<file path="src/rtl/spi_master.sv">
// SPI mode 0 master (CPOL=0, CPHA=0), MSB first, fixed DATA_W-bit frames.
// SCK half-period is CLK_DIV clk cycles; frames are framed by SETUP/HOLD/GAP phases.
module spi_master #(
    parameter int DATA_W  = 8,
    parameter int CLK_DIV = 2
) (
    input  logic              clk,
    input  logic              rst,
    input  logic [DATA_W-1:0] tx_data,
    input  logic              tx_valid,
    output logic              tx_ready,
    output logic [DATA_W-1:0] rx_data,
    output logic              rx_valid,
    output logic              busy,
    output logic              SCK,
    output logic              MOSI,
    input  logic              MISO,
    output logic              SSEL
);

    localparam int DIV_W  = (CLK_DIV > 1) ? $clog2(CLK_DIV) : 1;
    localparam int HALF_W = $clog2(2 * DATA_W);

    typedef enum logic [2:0] {
        IDLE,
        SETUP,
        SHIFT,
        HOLD,
        GAP
    } state_t;

    state_t              state_q, state_d;
    logic [DIV_W-1:0]    div_q, div_d;
    logic [HALF_W-1:0]   half_q, half_d;
    logic                sck_q, sck_d;
    logic [DATA_W-1:0]   tx_sr_q, tx_sr_d;
    logic [DATA_W-1:0]   rx_sr_q, rx_sr_d;
    logic [DATA_W-1:0]   rx_data_q, rx_data_d;
    logic                rx_valid_q, rx_valid_d;
    logic                div_last;
    logic                frame_active;

    always_ff @(posedge clk) begin
        if (rst) begin
            state_q    <= IDLE;
            div_q      <= '0;
            half_q     <= '0;
            sck_q      <= 1'b0;
            tx_sr_q    <= '0;
            rx_sr_q    <= '0;
            rx_data_q  <= '0;
            rx_valid_q <= 1'b0;
        end else begin
            state_q    <= state_d;
            div_q      <= div_d;
            half_q     <= half_d;
            sck_q      <= sck_d;
            tx_sr_q    <= tx_sr_d;
            rx_sr_q    <= rx_sr_d;
            rx_data_q  <= rx_data_d;
            rx_valid_q <= rx_valid_d;
        end
    end

    // State changes only happen when the divider wraps, so it restarts at 0 in every state.
    always_comb begin
        state_d    = state_q;
        half_d     = half_q;
        sck_d      = sck_q;
        tx_sr_d    = tx_sr_q;
        rx_sr_d    = rx_sr_q;
        rx_data_d  = rx_data_q;
        rx_valid_d = 1'b0;
        div_last   = (div_q == DIV_W'(CLK_DIV - 1));
        div_d      = div_last ? '0 : div_q + DIV_W'(1);

        case (state_q)
            IDLE: begin
                div_d = '0;
                if (tx_valid) begin
                    tx_sr_d = tx_data;
                    state_d = SETUP;
                end
            end
            SETUP: begin
                if (div_last) begin
                    state_d = SHIFT;
                    sck_d   = 1'b1;
                    half_d  = '0;
                    rx_sr_d = {rx_sr_q[DATA_W-2:0], MISO};
                end
            end
            SHIFT: begin
                if (div_last) begin
                    half_d = half_q + HALF_W'(1);
                    if (sck_q) begin
                        sck_d = 1'b0;
                        // The final falling edge leaves the LSB on MOSI instead of shifting it out.
                        if (half_q != HALF_W'(2 * DATA_W - 2)) begin
                            tx_sr_d = {tx_sr_q[DATA_W-2:0], 1'b0};
                        end
                    end else if (half_q == HALF_W'(2 * DATA_W - 1)) begin
                        state_d = HOLD;
                    end else begin
                        sck_d   = 1'b1;
                        rx_sr_d = {rx_sr_q[DATA_W-2:0], MISO};
                    end
                end
            end
            HOLD: begin
                if (div_last) begin
                    state_d    = GAP;
                    rx_data_d  = rx_sr_q;
                    rx_valid_d = 1'b1;
                end
            end
            GAP: begin
                if (div_last) begin
                    state_d = IDLE;
                end
            end
            default: begin
                state_d = IDLE;
            end
        endcase
    end

    assign frame_active = (state_q == SETUP) || (state_q == SHIFT) || (state_q == HOLD);

    assign tx_ready = (state_q == IDLE);
    assign busy     = (state_q != IDLE);
    assign SCK      = sck_q;
    assign SSEL     = ~frame_active;
    assign MOSI     = frame_active & tx_sr_q[DATA_W-1];
    assign rx_data  = rx_data_q;
    assign rx_valid = rx_valid_q;

endmodule

</file>
<file path="config.mk">
export PLATFORM = sky130hd
export DESIGN_NAME = spi_master
export DESIGN_NICKNAME = d
export VERILOG_FILES = /design/src/rtl/spi_master.sv
export SDC_FILE = /design/constraint.sdc
export NUM_CORES = 1
export LEC_CHECK = 0
export CAP_MARGIN = 30
export CORE_MARGIN = 5
export CORE_UTILIZATION = 50
export CTS_BUF_LIST = sky130_fd_sc_hd__clkbuf_4
export DETAILED_ROUTE_END_ITERATION = 8
export HOLD_SLACK_MARGIN = 0.03
export PLACE_DENSITY = 0.73
export SYNTH_ARGS = -nofsm -noshare
export SYNTH_HDL_FRONTEND = slang
export SYNTH_SLANG_ARGS = --single-unit
</file>
<file path="constraint.sdc">
create_clock -name clk -period 3.8 [get_ports clk]
set_input_delay 0.57 -clock clk [delete_from_list [all_inputs] [get_ports clk]]
set_output_delay 0.57 -clock clk [all_outputs]
set_load 0.02 [all_outputs]
</file>
After elaboration in Yosys (flattened, before gate mapping) --
Cells that the tools add are included.
Word-level totals: bits in registers 34, input bits 12, output and inout port bits 14, logic and storage cells 69
Operators by class: $add $sub $neg 2, eq/ne operators 16, muxes and demuxes 27, bitwise gates (word level) 3, reduce and logical (&&, ||, !) cells 13
Operator list (number):
- $mux W8 | 8
- $pmux W8 S2 | 2
- $mux W3 | 7
- $ne A2 B2 Y1 const B | 10
- $pmux W3 S5 | 1
- $reduce_and A5 Y1 | 2
- $mux W4 | 2
- $pmux W4 S2 | 1
- $reduce_and A7 Y1 | 1
- $eq A3 B2 Y1 const B | 2
- $mux W1 | 5
- $add A4 B1 Y4 const B | 1
- $eq A4 B4 Y1 const B | 1
- $ne A4 B4 Y1 const B | 1
- $reduce_bool A2 Y1 | 2
- $eq A3 B1 Y1 const B | 1
- $eq A3 B3 Y1 const B | 1
- $logic_not A3 Y1 | 1
- $reduce_and A3 Y1 | 1
- $reduce_bool A3 Y1 | 1
- $reduce_or A3 Y1 | 1
- $logic_or A1 B1 Y1 | 2
- $not A1 Y1 | 2
- $pmux W1 S2 | 1
- 4 further kinds | 4

Longest topological paths before layout --
depth in word-level cells 5, depth in mapped cells 5, depth with buffers taken out 5

Worst setup path after synthesis --
Ideal clock, no wire load.
kind flip-flop to output port, from register state_q[1], to output port MOSI, arrival 1.352 ns, required time 3.230 ns, path slack 1.878 ns, stages on the path, launching flop included 5, buffers on the path 1, path through dfxtp_1 > clkbuf_1 > nor2_1 > or2_1 > nor2_1
On the way: longest elaborated chain between the ends 4
Ends and longest elaborated chain:
- start, declared | line 32 | state_t state_q, state_d;
- start signal, assigned | line 54 | state_q <= state_d;
- $eq A3 B1 Y1 or $eq A3 B2 Y1 (tied branches) | line 128 | assign frame_active = (state_q == SETUP) || (state_q == SHIFT) || (state_q == HOLD);
- $logic_or A1 B1 Y1 | line 128
- $logic_or A1 B1 Y1 (*) | line 128
- $and A1 B1 Y1 (*) | line 134 | assign MOSI = frame_active & tx_sr_q[DATA_W-1];
- end, declared | line 16 | output logic MOSI,
Every way passes the cells marked *; elsewhere a longest branch is shown, timed or not.

Worst setup path in the final report --
Same ends and word-level chain as after synthesis.

==> out/metrics.csv <==
stage;metric;value;unit
critical_path;reg2reg path depth;3;
critical_path;startpoint types;flop;
synth;top cells by count, synth;dfxtp_1 (34), nand2_1 (20), nand3_1 (17);
place;detailed placement HPWL;3042;microns
synth;Seq/Total Area, Yosys;0.3783;
worst_hold_path;Hold Startpoint;rx_data[1]$_SDFFE_PP0P_;
clock_tree;CTS tree;built;
critical_path;Max stage delay cell, worst path;dfxtp_1;
clock_tree;Reg clk slew, reported paths;0.11;ns
synth;Yosys warnings;0;
power;P per Cell Area;379.9;nW/um^2
routing;Routed WL;4483;microns
synth;count leader, synth;dfxtp_1;
critical_path;Worst Path Arrival;2.29;ns
clock_tree;CTS Buf Count;5;
global_route;maximum number of pins on one net before global-route repair;26;
clock_tree;clock tree sinks;34;
floorplan;Die Wd;69.99;microns
timing;Hold Vio Cnt, Final;0;
synth;largest cells by area after synthesis;dfxtp_1 (38%), nor4bb_1 (5.0%), nand3_1 (4.7%);
synth;synth unique cells;41;
synth;Synth area leader;dfxtp_1;
final_layout;FILL cells;295;
critical_path;Reg2Reg Capture Point;tx_sr_q[4]$_SDFFE_PP0P_;
final_layout;ant diodes;0;
routing;Iter 0 DRT Violations;135;
clock_tree;Hold-fix buffers, CTS;0;
routing;WL/cell;16.73;microns
place;I/O Buffers;25;
synth;Mapped Area;1799;sq um
floorplan;core footprint;3416;sq um
global_route;vias in the first global route;1583;
critical_path;Data required, critical path;3.23;ns
timing;RSZ-0062 raised after global routing;false;
critical_path;worst-path cell chain;nor2_1 > or2_1 > nor2_1 > clkdlybuf4s50_1;
run;max_cap viols;0;
place;GP Congestion;0.7794;
global_route;GRT Total Usage;0.1914;
clock_tree;post-CTS sizing;0;
synth;Mapped Nets;220;
critical_path;Critical Setup Path Class;reg2out;
worst_hold_path;Hold Path Stages;2;
floorplan;Initial Util;0.5267;
floorplan;height of the die;69.99;microns
timing;fin crit share;0.7534;
critical_path;reg2reg setup slack;1.31;ns
floorplan;die area;4898;sq um
global_route;first-pass GRT wire length;7762;microns
timing;final max-slew violation count;0;
critical_path;max incr delay on CP;0.84;ns
worst_hold_path;HP Class;reg2reg;
global_route;initial antenna violation count;0;
power;Peak VDD IR;0.2145;mV
synth;share of the synthesized area in the top cell type;0.3783;
timing;Setup-failing EPs final;0;
power;leak pwr;0.7241;nW
critical_path;CP max FO;25;
timing;Slew headroom;0.4864;
timing;fmax;349.3;MHz
synth;ys flop type;dfxtp_1;
worst_hold_path;Worst Hold Path EP;rx_data[1]$_SDFFE_PP0P_;
critical_path;Crit path top cell by count;nor2_1;
global_route;grt ovf;0;
synth;Post-synth EDFFs;0;
routing;Antenna Violating Nets Remaining;0;
routing;DRC;0;
timing;Worst-Margin Slew;0.7693;ns
clock_tree;H-tree levels;2;
synth;Syn Inst Count;206;
timing;post-layout min period;2.863;ns
floorplan;Boundary Pins;26;
floorplan;site row count;21;
final_layout;nets;235;
final_layout;Final Util;0.6256;
critical_path;Worst R2R Start;state_q[1]$_SDFFE_PP0P_;
synth;Synth Register Bits;34;
critical_path;crit path capture type;output port;
timing;Worst Skew;0.006662;ns
critical_path;Worst Setup SP;state_q[1]$_SDFFE_PP0P_;
synth;Syn Area/Cell;8.734;sq um
final_layout;Area Overhead vs Synth;18.78;%
clock_tree;clk buf depth;2;
clock_tree;clock latency at the later pin of the worst-skew pair;0.34;ns
final_layout;layout cells sized above 1;0.08559;
clock_tree;root buf cell;clkbuf_4;
synth;post-synthesis async set-or-reset flop share;0;
status;status;completed;
routing;via count;1669;
timing;sum of negative setup slack;0;ns
routing;Vias/cell;6.228;
timing;final worst slack;0.9372;ns
routing;Detailed Routing Iterations Pass 1;5;
clock_tree;post-CTS setup buffer count;0;
place;Setup WS pre-CTS;1.321;ns
==> routing by layer <==
layer / track usage / vias to the layer above / wire length (microns)
met5: 0 / - / 0
met4: 0.05957 / 0 / 68
met3: 0.06456 / 13 / 295
met2: 0.2875 / 67 / 2110
met1: 0.2581 / 776 / 2009
li1: - / 813 / -
==> state kept, by name, summed over array words and instances, names as in the netlist <==
register	flops
rx_data	8
half_q	4
div_last	1
SCK	1
tx_sr_q	8
state_q	3
rx_valid	1
rx_sr_q	8
==> power by group <==
part	leakage (nW)	total, mW	switching (mW)	internal [mW]
Combinational	0.395	0.0995	0.0521	0.0474
Clock	0.0528	0.330	0.127	0.203
Sequential	0.276	0.383	0.0156	0.367
Total	0.724	0.812	0.195	0.617
==> how the worst max path moves through the flow <==
stage           end  slack [ns]
3_5_place_dp   MOSI        1.32
6_report       MOSI        0.94
3_3_place_gp   MOSI        1.42
2_1_floorplan  MOSI        1.88
5_1_grt        MOSI        0.78
4_1_cts        MOSI        0.91
==> metrics by stage <==
step	hold slack [ns]	cell area (sq um)	std cells	power, mW
after floorplan	0.4273	1799	206	0.4530
after global placement	0.4432	2036	260	0.4856
after detailed placement	0.4499	2036	260	0.4893
after CTS	0.4650	2137	268	0.8188
after global routing	0.4919	2137	268	0.8461
final	0.4613	2137	268	0.8118
==> worst max-delay path, delay by kind of cell (launching register included) <==
family                 cells  cell delay, ns
buffers and inverters      1            0.61
DFF                        1            0.84
and+or+nand+nor            3            0.49
==> cells in the final DEF, fill, tap and decap left out, types with 7 or more instances in the layout <==
| cell type | n |
|---|---|
| a22oi_1 | 7 |
| o221a_2 | 7 |
| nand3_1 | 17 |
| nand2_1 | 20 |
| nor4bb_1 | 9 |
| nor2b_1 | 13 |
| o211ai_1 | 7 |
| dfxtp_1 | 34 |
| o221a_1 | 7 |
| a21oi_1 | 14 |
| clkdlybuf4s50_1 | 25 |
==> cell families (layout without fill, tap and decap cells) <==
logic type               Yosys count  count (layout)  synth area share
adder cells (fa/ha/maj)            2               2           0.01391
flip-flops                        34              34            0.3783
AO/OA/AOI/OAI                     61              61            0.2712
AND/OR/NAND/NOR                   84              84            0.2733
buffers and inverters             24              40           0.05841
XOR/XNOR                           1               1          0.004869
==> final cells by class <==
cell class | instances | area, sq um | area share
Inverter | 5 | 18.77 | 0.008782
Clock buffer | 5 | 37.54 | 0.01756
Clock inverter | 3 | 63.81 | 0.02986
Multi-Input combinational cell | 148 | 1013 | 0.4742
Tap cell | 46 | 57.56 | 0.02693
Timing Repair Buffer | 27 | 265.3 | 0.1241
Sequential cell | 34 | 680.7 | 0.3185
No activity file was read; power rests on OpenSTA's default activity.
